**src/rtl/io_bus_bridge_pkg.sv**
```systemverilog
// -----------------------------------------------------------------------------
// io_bus_bridge_pkg
// Shared definitions for the miniRV MEM-stage IO/DRAM bridge:
//   - bus widths, IO page base and register offsets
//   - access size codes and mem_ctrl bit positions
//   - lane helpers: store byte enables, store data replication and load
//     extraction/extension
// The optional TIMER register (offset TIMER) is only decoded when the
// IO_TIMER_EN macro is defined; its offset lives here unconditionally.
// -----------------------------------------------------------------------------
package io_bus_bridge_pkg;

   localparam int IO_BUS_WIDTH_ADDR = 32;
   localparam int IO_BUS_WIDTH_DATA = 32;
   localparam int IO_BUS_WIDTH_CTRL = 4;

   localparam logic [31:0] IO_BASE = 32'hFFFF_F000;
   localparam logic [19:0] IO_PAGE = IO_BASE[31:12];

   localparam logic [11:0] OFF_DISP  = 12'h000;
   localparam logic [11:0] OFF_TIMER = 12'h020;
   localparam logic [11:0] OFF_LED   = 12'h060;
   localparam logic [11:0] OFF_SW    = 12'h070;

   // mem_ctrl = {unsigned, size[1:0], we}
   localparam int CTRL_WE      = 0;
   localparam int CTRL_SIZE_LO = 1;
   localparam int CTRL_SIZE_HI = 2;
   localparam int CTRL_UNS     = 3;

   localparam int SEG_W = 8;

   typedef enum logic [1:0] {
      SIZE_B = 2'b00,
      SIZE_H = 2'b01,
      SIZE_W = 2'b10
   } size_e;

   typedef enum logic [2:0] {
      IO_NONE,
      IO_DISP,
      IO_TIMER,
      IO_LED,
      IO_SW
   } io_sel_e;

   // Byte enables for a store; size code 2'b11 is treated as a word.
   function automatic logic [3:0] lane_be(input logic [1:0] size,
                                          input logic [1:0] lane);
      case (size)
         SIZE_B:  return 4'b0001 << lane;
         SIZE_H:  return 4'b0011 << {lane[1], 1'b0};
         default: return 4'b1111;
      endcase
   endfunction

   // Right-aligned store data replicated so every candidate lane carries it.
   function automatic logic [31:0] lane_wdata(input logic [1:0]  size,
                                              input logic [31:0] wd);
      case (size)
         SIZE_B:  return {4{wd[7:0]}};
         SIZE_H:  return {2{wd[15:0]}};
         default: return wd;
      endcase
   endfunction

   // Pick the addressed byte/half out of a word and extend it.
   function automatic logic [31:0] load_extend(input logic [1:0]  size,
                                               input logic [1:0]  lane,
                                               input logic        uns,
                                               input logic [31:0] word);
      logic [7:0]  b;
      logic [15:0] h;
      b = word[{lane, 3'b000} +: 8];
      h = word[{lane[1], 4'b0000} +: 16];
      case (size)
         SIZE_B:  return uns ? {24'd0, b} : {{24{b[7]}}, b};
         SIZE_H:  return uns ? {16'd0, h} : {{16{h[15]}}, h};
         default: return word;
      endcase
   endfunction

endpackage

```
**src/rtl/io_bus_bridge_if.sv**
```systemverilog
// -----------------------------------------------------------------------------
// io_bus_bridge_if
// Groups the core MEM-stage access signals and the DRAM port.
//   mem_addr/mem_ctrl/mem_wd/mem_we : access request from the core
//   mem_rd                          : extended load data back to the core
//   dram_addr/dram_be/dram_wdata    : DRAM word address, lane enables, data
//   dram_rdata                      : asynchronous DRAM read word
// Modports: master = core + DRAM side, slave = the bridge.
// -----------------------------------------------------------------------------
interface io_bus_bridge_if
   import io_bus_bridge_pkg::*;
#(
   parameter int ADDR_W  = IO_BUS_WIDTH_ADDR,
   parameter int DATA_W  = IO_BUS_WIDTH_DATA,
   parameter int CTRL_W  = IO_BUS_WIDTH_CTRL,
   parameter int DRAM_AW = 14
) ();

   logic [ADDR_W-1:0]  mem_addr;
   logic [CTRL_W-1:0]  mem_ctrl;
   logic [DATA_W-1:0]  mem_wd;
   logic               mem_we;
   logic [DATA_W-1:0]  mem_rd;
   logic [DRAM_AW-1:0] dram_addr;
   logic [3:0]         dram_be;
   logic [31:0]        dram_wdata;
   logic [31:0]        dram_rdata;

   modport master (
      output mem_addr, mem_ctrl, mem_wd, mem_we, dram_rdata,
      input  mem_rd, dram_addr, dram_be, dram_wdata
   );

   modport slave (
      input  mem_addr, mem_ctrl, mem_wd, mem_we, dram_rdata,
      output mem_rd, dram_addr, dram_be, dram_wdata
   );

endinterface

```
**src/rtl/io_bus_bridge_seg7_decode.sv**
```systemverilog
// -----------------------------------------------------------------------------
// seg7_decode
// Combinational hex nibble to 7-segment glyph, active-low.
//   nib_i : 4-bit value 0..F
//   seg_o : {a,b,c,d,e,f,g,dp}, active-low; dp is always off (1)
// -----------------------------------------------------------------------------
module seg7_decode
   import io_bus_bridge_pkg::*;
(
   input  logic [3:0]       nib_i,
   output logic [SEG_W-1:0] seg_o
);

   always_comb begin
      seg_o = 8'hFF;
      case (nib_i)
         4'h0: seg_o = 8'h03;
         4'h1: seg_o = 8'h9F;
         4'h2: seg_o = 8'h25;
         4'h3: seg_o = 8'h0D;
         4'h4: seg_o = 8'h99;
         4'h5: seg_o = 8'h49;
         4'h6: seg_o = 8'h41;
         4'h7: seg_o = 8'h1F;
         4'h8: seg_o = 8'h01;
         4'h9: seg_o = 8'h09;
         4'hA: seg_o = 8'h11;
         4'hB: seg_o = 8'hC1;
         4'hC: seg_o = 8'h63;
         4'hD: seg_o = 8'h85;
         4'hE: seg_o = 8'h61;
         4'hF: seg_o = 8'h71;
         default: seg_o = 8'hFF;
      endcase
   end

endmodule

```
**src/rtl/io_bus_bridge.sv**
```systemverilog
// -----------------------------------------------------------------------------
// io_bus_bridge
// Sits behind the miniRV MEM stage. Each access is decoded to DRAM or to the
// peripheral page 0xFFFF_F000-0xFFFF_FFFF; load data is extracted and
// extended combinationally in the same cycle.
//   clk, rst   : system clock, asynchronous active-high reset
//   bus        : io_bus_bridge_if.slave (core access + DRAM port)
//   sw_in      : raw board switches, two-flop synchronized
//   led_o      : LED register
//   dn_an      : digit anodes, active-low one-hot
//   dn_seg     : segments {a..g,dp}, active-low
// IO registers: DISP 0x000 (RW), LED 0x060 (RW), SW 0x070 (RO).
// Optional macro IO_TIMER_EN adds TIMER at 0x020: free-running 32-bit counter,
// cleared by any store. Without it 0x020 is unmapped.
// -----------------------------------------------------------------------------
module io_bus_bridge
   import io_bus_bridge_pkg::*;
#(
   parameter int          ADDR_W   = IO_BUS_WIDTH_ADDR,
   parameter int          DATA_W   = IO_BUS_WIDTH_DATA,
   parameter int          CTRL_W   = IO_BUS_WIDTH_CTRL,
   parameter int          DRAM_AW  = 14,
   parameter logic [15:0] SCAN_DIV = 16'd50000
) (
   input  logic                 clk,
   input  logic                 rst,
   io_bus_bridge_if.slave       bus,
   input  logic [23:0]          sw_in,
   output logic [23:0]          led_o,
   output logic [7:0]           dn_an,
   output logic [SEG_W-1:0]     dn_seg
);

   logic [CTRL_W-1:0] ctrl;
   logic [1:0]        size;
   logic [1:0]        lane;
   logic              uns;
   logic              is_io;
   logic [11:0]       io_off;
   io_sel_e           io_sel;
   logic [3:0]        be;
   logic [31:0]       wdata_lanes;
   logic [31:0]       wmask;
   logic              io_we;
   logic              dram_we;
   logic [31:0]       io_rdata;
   logic [DATA_W-1:0] rword;
   logic              unused_ctrl;

   logic [31:0]       disp_q, disp_d;
   logic [23:0]       led_q, led_d;
   logic [23:0]       sw_meta_q, sw_sync_q;
   logic [15:0]       div_q, div_d;
   logic [2:0]        idx_q, idx_d;
   logic [7:0]        an_q, an_d;
   logic [SEG_W-1:0]  seg_q, seg_d;
   logic [3:0]        nibble;

   assign ctrl        = bus.mem_ctrl;
   assign size        = ctrl[CTRL_SIZE_HI:CTRL_SIZE_LO];
   assign uns         = ctrl[CTRL_UNS];
   // mem_we is the store strobe; ctrl[CTRL_WE] only mirrors it.
   assign unused_ctrl = ctrl[CTRL_WE];
   assign lane        = bus.mem_addr[1:0];

   assign is_io  = (bus.mem_addr[ADDR_W-1:12] == IO_PAGE);
   // Registers are word-decoded so byte/half accesses hit the same register.
   assign io_off = {bus.mem_addr[11:2], 2'b00};

   always_comb begin
      io_sel = IO_NONE;
      if (is_io) begin
         case (io_off)
            OFF_DISP:  io_sel = IO_DISP;
`ifdef IO_TIMER_EN
            OFF_TIMER: io_sel = IO_TIMER;
`endif
            OFF_LED:   io_sel = IO_LED;
            OFF_SW:    io_sel = IO_SW;
            default:   io_sel = IO_NONE;
         endcase
      end
   end

   assign be          = lane_be(size, lane);
   assign wdata_lanes = lane_wdata(size, bus.mem_wd);
   assign wmask       = {{8{be[3]}}, {8{be[2]}}, {8{be[1]}}, {8{be[0]}}};

   assign io_we   = bus.mem_we & is_io;
   // Gating with rst keeps a store that overlaps reset from reaching DRAM.
   assign dram_we = bus.mem_we & ~is_io & ~rst;

   assign bus.dram_addr  = bus.mem_addr[DRAM_AW+1:2];
   assign bus.dram_be    = dram_we ? be : 4'b0000;
   assign bus.dram_wdata = wdata_lanes;

`ifdef IO_TIMER_EN
   logic [31:0] timer_q, timer_d;

   // A store of any size or data restarts the count from zero.
   assign timer_d = (io_we && io_sel == IO_TIMER) ? 32'd0 : timer_q + 32'd1;

   always_ff @(posedge clk or posedge rst) begin
      if (rst) begin
         timer_q <= '0;
      end else begin
         timer_q <= timer_d;
      end
   end
`endif

   // Read path always shows pre-edge register contents, so a same-cycle
   // load/store of one register returns the old value.
   always_comb begin
      io_rdata = 32'd0;
      case (io_sel)
         IO_DISP:  io_rdata = disp_q;
         IO_LED:   io_rdata = {8'd0, led_q};
         IO_SW:    io_rdata = {8'd0, sw_sync_q};
`ifdef IO_TIMER_EN
         IO_TIMER: io_rdata = timer_q;
`endif
         default:  io_rdata = 32'd0;
      endcase
   end

   assign rword      = is_io ? io_rdata : bus.dram_rdata;
   assign bus.mem_rd = load_extend(size, lane, uns, rword);

   always_comb begin
      disp_d = disp_q;
      led_d  = led_q;
      if (io_we && io_sel == IO_DISP) begin
         disp_d = (disp_q & ~wmask) | (wdata_lanes & wmask);
      end
      if (io_we && io_sel == IO_LED) begin
         led_d = (led_q & ~wmask[23:0]) | (wdata_lanes[23:0] & wmask[23:0]);
      end
   end

   // Scanner: idx moves to the next digit when div wraps.
   always_comb begin
      div_d = div_q + 16'd1;
      idx_d = idx_q;
      if (div_q == SCAN_DIV - 16'd1) begin
         div_d = 16'd0;
         idx_d = idx_q + 3'd1;
      end
   end

   assign nibble = disp_q[{idx_q, 2'b00} +: 4];
   assign an_d   = ~(8'd1 << idx_q);

   seg7_decode u_seg7 (
      .nib_i (nibble),
      .seg_o (seg_d)
   );

   always_ff @(posedge clk or posedge rst) begin
      if (rst) begin
         disp_q    <= '0;
         led_q     <= '0;
         sw_meta_q <= '0;
         sw_sync_q <= '0;
         div_q     <= '0;
         idx_q     <= '0;
         an_q      <= 8'hFE;
         seg_q     <= 8'h03;
      end else begin
         disp_q    <= disp_d;
         led_q     <= led_d;
         sw_meta_q <= sw_in;
         sw_sync_q <= sw_meta_q;
         div_q     <= div_d;
         idx_q     <= idx_d;
         an_q      <= an_d;
         seg_q     <= seg_d;
      end
   end

   assign led_o  = led_q;
   assign dn_an  = an_q;
   assign dn_seg = seg_q;

endmodule

```
**src/flat_wrapper.sv**
```systemverilog
// flat-port wrapper written by rule: the top's interface ports become plain ports
module io_bus_bridge_flat import io_bus_bridge_pkg::*;
#(
   parameter int          ADDR_W   = IO_BUS_WIDTH_ADDR,
   parameter int          DATA_W   = IO_BUS_WIDTH_DATA,
   parameter int          CTRL_W   = IO_BUS_WIDTH_CTRL,
   parameter int          DRAM_AW  = 14,
   parameter logic [15:0] SCAN_DIV = 16'd50000
)
  (clk, rst, sw_in, led_o, dn_an, dn_seg, bus_mem_addr, bus_mem_ctrl, bus_mem_wd, bus_mem_we, bus_dram_rdata, bus_mem_rd, bus_dram_addr, bus_dram_be, bus_dram_wdata);
  io_bus_bridge_if #(.ADDR_W(ADDR_W), .DATA_W(DATA_W), .CTRL_W(CTRL_W), .DRAM_AW(DRAM_AW)) bus_i ();
  input  logic clk;
  input  logic rst;
  input  logic [23:0] sw_in;
  output logic [23:0] led_o;
  output logic [7:0] dn_an;
  output logic [SEG_W-1:0] dn_seg;
  input wire logic [$bits(bus_i.mem_addr)-1:0] bus_mem_addr;
  input wire logic [$bits(bus_i.mem_ctrl)-1:0] bus_mem_ctrl;
  input wire logic [$bits(bus_i.mem_wd)-1:0] bus_mem_wd;
  input wire logic [$bits(bus_i.mem_we)-1:0] bus_mem_we;
  input wire logic [$bits(bus_i.dram_rdata)-1:0] bus_dram_rdata;
  output wire logic [$bits(bus_i.mem_rd)-1:0] bus_mem_rd;
  output wire logic [$bits(bus_i.dram_addr)-1:0] bus_dram_addr;
  output wire logic [$bits(bus_i.dram_be)-1:0] bus_dram_be;
  output wire logic [$bits(bus_i.dram_wdata)-1:0] bus_dram_wdata;
  assign bus_i.mem_addr = bus_mem_addr;
  assign bus_i.mem_ctrl = bus_mem_ctrl;
  assign bus_i.mem_wd = bus_mem_wd;
  assign bus_i.mem_we = bus_mem_we;
  assign bus_i.dram_rdata = bus_dram_rdata;
  assign bus_mem_rd = bus_i.mem_rd;
  assign bus_dram_addr = bus_i.dram_addr;
  assign bus_dram_be = bus_i.dram_be;
  assign bus_dram_wdata = bus_i.dram_wdata;
  io_bus_bridge #(.ADDR_W(ADDR_W), .DATA_W(DATA_W), .CTRL_W(CTRL_W), .DRAM_AW(DRAM_AW), .SCAN_DIV(SCAN_DIV)) u_core (.clk(clk), .rst(rst), .bus(bus_i), .sw_in(sw_in), .led_o(led_o), .dn_an(dn_an), .dn_seg(dn_seg));
endmodule
```
**config.mk**
```make
export PLATFORM = sky130hd
export DESIGN_NAME = io_bus_bridge_flat
export DESIGN_NICKNAME = d
export VERILOG_FILES = /design/src/rtl/io_bus_bridge_pkg.sv /design/src/rtl/io_bus_bridge_if.sv /design/src/rtl/io_bus_bridge_seg7_decode.sv /design/src/rtl/io_bus_bridge.sv /design/src/flat_wrapper.sv
export SDC_FILE = /design/constraint.sdc
export NUM_CORES = 1
export LEC_CHECK = 0
export BUFFER_PORTS_ARGS = -buffer_cell sky130_fd_sc_hd__buf_2
export CAP_MARGIN = 10
export CORE_MARGIN = 3
export CORE_UTILIZATION = 50
export CTS_CLUSTER_SIZE = 20
export DETAILED_ROUTE_END_ITERATION = 6
export PLACE_DENSITY = 0.87
export SYNTH_ARGS = -nofsm -noshare
export SYNTH_HDL_FRONTEND = slang
export SYNTH_HIERARCHICAL = 1
export SYNTH_SLANG_ARGS = --single-unit
export TNS_END_PERCENT = 30
```
**constraint.sdc**
```tcl
create_clock -name clk -period 13.65 [get_ports clk]
set_input_delay 2.0475 -clock clk [delete_from_list [all_inputs] [get_ports clk]]
set_output_delay 2.0475 -clock clk [all_outputs]
set_load 0.02 [all_outputs]
```
==> results by group, run 1 <==
Worst setup path
  – Ordered list of cells on the worst path: buf_2, nand4_1, or3_1, nor2_2, buf_4, mux4_2, o211ai_1, buf_4, o311ai_0, buf_2
  – Maximum fanout along the worst path: 36
  – Data arrival, critical path: 5.30 ns
  – Type of the worst setup path: input port to output port
  – Slowest stage cell, crit path: sky130_fd_sc_hd__o211ai_1
  – Endpoint kind of the worst setup timing path: output port
  – Data required time at the worst endpoint: 11.60 ns
  – Type of element launching the critical path: input port
  – Slowest cell delay on critical path: 0.72 ns

Synth
  – Main combinational cell family by area after synthesis: simple AND/OR/NAND/NOR gates
  – Sequential area share after synthesis: 0.467
  – Post-synth ARST share: 1.00
  – Count of state elements after synthesis: approximately 140
  – Number of warning messages in the yosys log: 6
  – Synthesized area: roughly 7500 µm²
  – Top cell types by occurrence after synthesis: sky130_fd_sc_hd__dfrtp_1, sky130_fd_sc_hd__nor2_1, sky130_fd_sc_hd__nand2_1, sky130_fd_sc_hd__mux2i_1
  – Cell type with the largest total area after synthesis: sky130_fd_sc_hd__dfrtp_1
  – Xor and xnor fraction of the mapped netlist area: 0.0164
  – Portion of synthesized cell area occupied by the leading cell type: 0.435
  – Dominant cells by area after synthesis: sky130_fd_sc_hd__dfrtp_1, sky130_fd_sc_hd__mux2i_1, sky130_fd_sc_hd__mux2_2
  – Adder and majority cell fraction of the synthesized area: 0.0234
  – Number of enable-type register cells in the synthesized netlist: 0
  – Share of synthesized area spent on multiplexers: 0.144
  – Number of cells produced by synthesis: 724
  – Synth Area in Compound Gates: 0.125
  – Most used standard cell by instance count after synthesis: sky130_fd_sc_hd__dfrtp_1
  – Synthesized netlist net count: 865
  – Commonest register cell after synthesis: sky130_fd_sc_hd__dfrtp_1
  – Post-synthesis area per instance: ~10 µm²
  – Synth Area in Simple Gates: 0.161
  – Count of different cell masters after synthesis: around 60

Global route
  – Number of antenna violations at the first check in global routing: 4
  – Sum of overflow across all layers after global routing: 0
  – Global-route total usage across every layer: 0.281
  – Via count of the first global-routing pass: between 6,000 and 7,000
  – Pin count of the biggest net entering global routing: 81
  – Global-route wire length before repair: 35,200 µm

Power and ir drop
  – Switching part of the total: 0.245
  – Pleak: 4.56 nW
  – Worst vdd ir: just over 0.09 mV
  – PD cells: around 110 nW/µm²
  – Relative contribution of the clock network to total power: 0.488
  – Int Pwr: 0.000808 W
  – Logic pwr share: 0.117
  – Sw Pwr: around 0.00026 W
  – Flop pwr share: 0.395

Clock network
  – Clock tree buffer depth: 2
  – Maximum level of the CTS H-tree: 4
  – Number of buffers inserted by hold repair at cts: 0
  – Number of buffers added by the clock tree synthesis step: 17
  – TritonCTS clock tree: built
  – Source-to-sink clock delay at the later pin of the worst-skew pair: ~0.42 ns
  – Clock transition time at the flip-flop clock pins of the worst setup and hold paths: about 0.06 ns
  – Clock tree root buffer cell: sky130_fd_sc_hd__clkbuf_16
  – Clock sink count: between 100 and 150
  – Number of instances resized during post-cts repair: 0
  – Total setup buffers inserted after CTS: 0

Timing
  – Final clock skew: between 0.007 and 0.008 ns
  – Normalized max-slew margin: 0.324
  – Final hold violation count: 0
  – Number of setup violations in the final report: 0
  – Period Utilization, post-route: 0.538
  – Setup repair after global routing missed its margin: false
  – Actual slew at the worst max-slew pin: 1.01 ns
  – Max Clock Freq: approximately 140 MHz
  – Post-route setup TNS: 0 ns
  – Worst Slack Setup Final: around 6.3 ns
  – Max-slew violation total from the final report: 0
  – Final critical delay including setup and external delays: roughly 7.3 ns

Status
  – Status: finished clean

Floorplanning
  – Die Outline Area: 16,400 µm²
  – X dimension of the die: 128 µm
  – Chip height: roughly 130 µm
  – Number of top-level pins: ~250
  – Core region area: approximately 15,000 µm²
  – Count of standard-cell rows: 44
  – Starting Density: 0.512

Route
  – Count of nets left with antenna violations after detail routing: 0
  – Count of vias placed by the detailed router: 6,705
  – Post-detailed-routing wire length: 23,700 µm
  – Drt initial violations: around 700
  – Mean routed wirelength per cell: approximately 21 µm
  – Initial DRT Pass Iterations: 6
  – Average vias per placed instance: just under 6
  – Remaining routing DRC violations: 0

Placed design
  – Number of I/O port buffers: ~250
  – Worst slack, placed: between 6 and 7 ns
  – Final HPWL from detailed placement: 17,700 µm
  – Routability cong.: approximately 0.91

Final layout
  – Layout overhead on the synthesized area: 24.7%
  – Final-layout fill cell count: 1,151
  – Fraction of layout cells with a size suffix above 1: 0.386
  – Nets@finish: around 1,100

Min path
  – Hold Crit Class: flop to flop

Flow run
  – Max capacitance violation total: 0
## per-stage QoR
step	instance area [µm²]	total power (W)	hold slack, ns	instances	utilization
CTS	9310	0.00107	0.347	1132	0.638
detailed placement	8640	0.000554	0.335	1100	0.592
floorplan	7470	0.000503	0.331	724	-
global route	9320	0.00110	0.352	1135	0.639
finish	9320	0.00107	0.346	1135	0.639
global placement	8640	0.000553	0.333	1100	0.592
## cells in the final DEF (no fill, tap or decap), types with 10 or more instances in the layout
cell                          n
sky130_fd_sc_hd__mux4_2      10
sky130_fd_sc_hd__dfrtp_1    130
sky130_fd_sc_hd__buf_2      247
sky130_fd_sc_hd__nand3_1     20
sky130_fd_sc_hd__o211ai_1    10
sky130_fd_sc_hd__ha_1        14
sky130_fd_sc_hd__clkbuf_16   17
sky130_fd_sc_hd__inv_1       26
sky130_fd_sc_hd__o21ai_0     21
sky130_fd_sc_hd__mux2_2      37
sky130_fd_sc_hd__nand3b_1    16
sky130_fd_sc_hd__nor2_1      73
sky130_fd_sc_hd__a22oi_1     13
sky130_fd_sc_hd__nand2_1     66
sky130_fd_sc_hd__a31oi_1     10
sky130_fd_sc_hd__a21oi_1     37
sky130_fd_sc_hd__mux2i_1     43
## layout make-up
class / count / area, µm² / share of cell area
Inverter: 28 / 110 / 0.0118
Sequential cell: 139 / 3490 / 0.374
Timing Repair Buffer: 255 / 1300 / 0.139
Clock inverter: 13 / 238 / 0.0255
Tap cell: 184 / 230 / 0.0247
Antenna cell: 2 / 5.00 / 0.000537
Clock buffer: 19 / 433 / 0.0464
Multi-Input combinational cell: 495 / 3520 / 0.377
## power groups by stage
stage                     Combinational, W  Sequential, W  Clock, W
after floorplan                  0.0000742       0.000429         0
after global placement            0.000123       0.000430         0
after detailed placement          0.000124       0.000430         0
after CTS                         0.000125       0.000422  0.000527
after global routing              0.000135       0.000423  0.000547
final                             0.000125       0.000423  0.000523
## final timing paths
path                                           startpoint                             end  slack (ns)  cells after the start
max reg2reg                   u_core/idx_q[0]$_DFFE_PP0N_      u_core/dn_seg[4]$_DFF_PP0_       11.00                      7
min                        u_core/sw_meta_q[20]$_DFF_PP0_  u_core/sw_sync_q[20]$_DFF_PP0_        0.35                      0
min in group asynchronous                             rst   u_core/sw_meta_q[8]$_DFF_PP0_        1.73                      2
max in group asynchronous                             rst      asynchronous set/reset pin       10.64                      3
min reg2reg                u_core/sw_meta_q[20]$_DFF_PP0_  u_core/sw_sync_q[20]$_DFF_PP0_        0.35                      0
max                                      bus_mem_addr[23]                  bus_mem_rd[15]        6.31                     10
## per-layer routing
layer / vias to the layer above / GRT usage / wire length (µm)
met5: - / 0 / 27
met4: 4 / 0.121 / 815
met3: 64 / 0.0646 / 2330
met2: 430 / 0.477 / 11800
met1: 3217 / 0.343 / 8730
li1: 2990 / - / -
## worst max-delay path: cells and delay by family
kind	cells	cell delay, ns
buffers and inverters	4	1.01
and+or+nand+nor	3	0.79
AOI/OAI and AO/OA	2	0.86
muxes	1	0.57
## kinds of logic after synthesis
group	after synthesis
muxes	90
other	1
xor gates and xnor gates	14
buffers and inverters	90
adders and majority gates	14
AOI/OAI and AO/OA	140
and+or+nand+nor	236
DFF	139
No activity file was read; power rests on OpenSTA's default activity.
==> run 2: changes to the inputs <==
clock period = 7.3 ns   (was 13.65 ns; I/O delays follow)
==> results by group, run 2 (same netlist as run 1, synthesis figures left out) <==
Placed design
  – Post-Place Cells: 1,101 (was 1,100)
  – Number of I/O port buffers: 247 (unchanged)
  – Routability cong.: 0.900 (was 0.913)
  – Final HPWL from detailed placement: 18,200 µm (was 17,700 µm)

Clock network
  – Clock tree root buffer cell: sky130_fd_sc_hd__clkbuf_16 (unchanged)
  – Number of buffers inserted by hold repair at cts: 0 (unchanged)
  – Source-to-sink clock delay at the later pin of the worst-skew pair: 0.42 ns (about the same)
  – Clock transition time at the flip-flop clock pins of the worst setup and hold paths: 0.06 ns (about the same)
  – Number of buffers added by the clock tree synthesis step: 17 (unchanged)
  – TritonCTS clock tree: built (unchanged)
  – Clock sink count: 139 (unchanged)
  – Number of instances resized during post-cts repair: 0 (unchanged)
  – Total setup buffers inserted after CTS: 0 (unchanged)
  – Maximum level of the CTS H-tree: 4 (unchanged)
  – Clock tree buffer depth: 2 (unchanged)

Route
  – Average vias per placed instance: 5.96 (was 5.91)
  – Mean routed wirelength per cell: 21.5 µm (was 20.9 µm)
  – Initial DRT Pass Iterations: 7 (was 6)
  – Post-detailed-routing wire length: 24,400 µm (was 23,700 µm)
  – Count of nets left with antenna violations after detail routing: 0 (unchanged)
  – Count of vias placed by the detailed router: 6,767 (was 6,705)
  – Drt initial violations: 767 (was 680)
  – Remaining routing DRC violations: 1 (was 0)

Final layout
  – Fraction of layout cells with a size suffix above 1: 0.386 (about the same)
  – Nets@finish: 1,078 (was 1,077)
  – Most used cells in the layout excluding fill and tap cells: sky130_fd_sc_hd__buf_2, sky130_fd_sc_hd__dfrtp_1, sky130_fd_sc_hd__nor2_1 (unchanged)
  – Layout overhead on the synthesized area: 23.7% (was 24.7%)
  – Final cell count without fillers: 1,136 (was 1,135)
  – Most common cell after layout, fill and taps aside: sky130_fd_sc_hd__buf_2 (unchanged)

Timing
  – Max Clock Freq: roughly 190 MHz
  – Post-route setup TNS: 0 ns (unchanged)
  – Final clock skew: 0.00617 ns (was 0.00741 ns)
  – Post-route worst hold slack: 0.342 ns (was 0.346 ns)
  – Setup repair after global routing missed its margin: false (unchanged)
  – Number of setup violations in the final report: 0 (unchanged)
  – Final critical delay including setup and external delays: about 5.3 ns
  – Period Utilization, post-route: 0.726
  – Max-slew violation total from the final report: 0 (unchanged)
  – Actual slew at the worst max-slew pin: 1.08 ns (was 1.01 ns)
  – Final hold violation count: 0 (unchanged)
  – Normalized max-slew margin: 0.273 (was 0.324)

Worst setup path
  – Maximum fanout along the worst path: 36 (unchanged)
  – Data arrival, critical path: 4.20 ns (was 5.30 ns)
  – Type of element launching the critical path: input port (unchanged)
  – Endpoint kind of the worst setup timing path: output port (unchanged)
  – Data required time at the worst endpoint: 6.20 ns (was 11.60 ns)
  – Reg2reg path depth: 7 (unchanged)
  – R2R Path Start: u_core/idx_q[0]$_DFFE_PP0N_ (unchanged)
  – Type of the worst setup path: input port to output port (unchanged)
  – Minimum setup slack among reg-to-reg paths: 4.57 ns (was 11.00 ns)
  – Endpoint of the most critical register-to-register path: u_core/dn_seg[4]$_DFF_PP0_ (unchanged)

Power and ir drop
  – Power after layout: 0.00187 W (was 0.00107 W)
  – Worst vdd ir: 0.170 mV (was 0.0905 mV)
  – PD cells: 202 nW/µm² (was 115 nW/µm²)
  – Pleak: 4.53 nW (was 4.56 nW)

Global route
  – Number of antenna violations at the first check in global routing: 4 (unchanged)
  – Global-route total usage across every layer: 0.290 (was 0.281)
  – Pin count of the biggest net entering global routing: 78 (was 81)
  – Via count of the first global-routing pass: 6,623 (was 6,407)
  – Global-route wire length before repair: 36,400 µm (was 35,200 µm)
  – Sum of overflow across all layers after global routing: 0 (unchanged)

Floorplanning
  – Chip height: 128 µm (unchanged)
  – Count of standard-cell rows: 44 (unchanged)
  – Starting Density: 0.512 (unchanged)
  – Core region area: 14,600 µm² (unchanged)
  – X dimension of the die: 128 µm (unchanged)
  – Number of top-level pins: 249 (unchanged)
  – Die Outline Area: 16,400 µm² (unchanged)

Flow run
  – Max capacitance violation total: 0 (unchanged)

Min path
  – Hold Crit Class: flop to flop (unchanged)
  – Origin of the worst min-delay path: u_core/sw_meta_q[4]$_DFF_PP0_ (was u_core/sw_meta_q[20]$_DFF_PP0_)
  – Worst hold path cell count: 0 (unchanged)
  – WHS Endpoint: u_core/sw_sync_q[4]$_DFF_PP0_ (was u_core/sw_sync_q[20]$_DFF_PP0_)

Status
  – Violations in the final reports: DRC
  – Status: finished with violations (was finished clean)
## run 2: worst max-delay path by stage
stage	endpoint	cells past startpoint	startpoint	slack, ns
after detailed placement	bus_mem_rd[15]	10	bus_mem_addr[15]	2.02
after CTS	bus_mem_rd[15]	10	bus_mem_addr[15]	2.01
final	bus_mem_rd[15]	10	bus_mem_addr[15]	2.00
after floorplan	bus_dram_be[0]	3	rst	1.26
after global routing	bus_mem_rd[15]	10	bus_mem_addr[15]	1.76
after global placement	bus_mem_rd[15]	10	bus_mem_addr[23]	2.04
## run 2: power by group
part	switching [W]	internal, W	total (W)	leakage [nW]
registers	0.00000510	0.000785	0.000790	1.79
clock network	0.000329	0.000515	0.000845	0.278
logic	0.000154	0.0000807	0.000234	2.46
total	0.000488	0.00138	0.00187	4.53
## run 2: area by class of cell
cell class              count  area [µm²]
fillers                  1164        5350
multi-input cells         495        3520
flip-flops and latches    139        3490
repair buffers            256        1300
clock buffers              20         447
well taps                 184         230
clock inverters            12         140
inverters                  28         110
diodes                      2        5.00
## run 2: metrics by stage
stage	setup slack (ns)	utilization	area [µm²]
CTS	2.01	0.633	9230
floorplan	1.26	-	7470
finish	2.00	0.634	9240
detailed placement	2.02	0.593	8640
global placement	2.04	0.593	8640
global route	1.76	0.634	9240
## run 2: worst max-delay path, stage by stage
cell and delay, ns:
sky130_fd_sc_hd__buf_2 0.10, sky130_fd_sc_hd__nand4_1 0.17, sky130_fd_sc_hd__or3_1 0.48, sky130_fd_sc_hd__nor2_2 0.12, sky130_fd_sc_hd__buf_4 0.39, sky130_fd_sc_hd__mux4_2 0.58
sky130_fd_sc_hd__o211ai_1 0.58, sky130_fd_sc_hd__buf_4 0.33, sky130_fd_sc_hd__o311ai_0 0.14, sky130_fd_sc_hd__buf_2 0.21
## run 2: metal layers
metal | routed length [µm] | global-route usage | vias up | share of wire
li1 | - | - | 2989 | -
met1 | 8800 | 0.349 | 3247 | 0.36
met2 | 12300 | 0.496 | 447 | 0.50
met3 | 2430 | 0.0750 | 80 | 0.099
met4 | 886 | 0.116 | 4 | 0.036
met5 | 27 | 0 | - | 0.0011
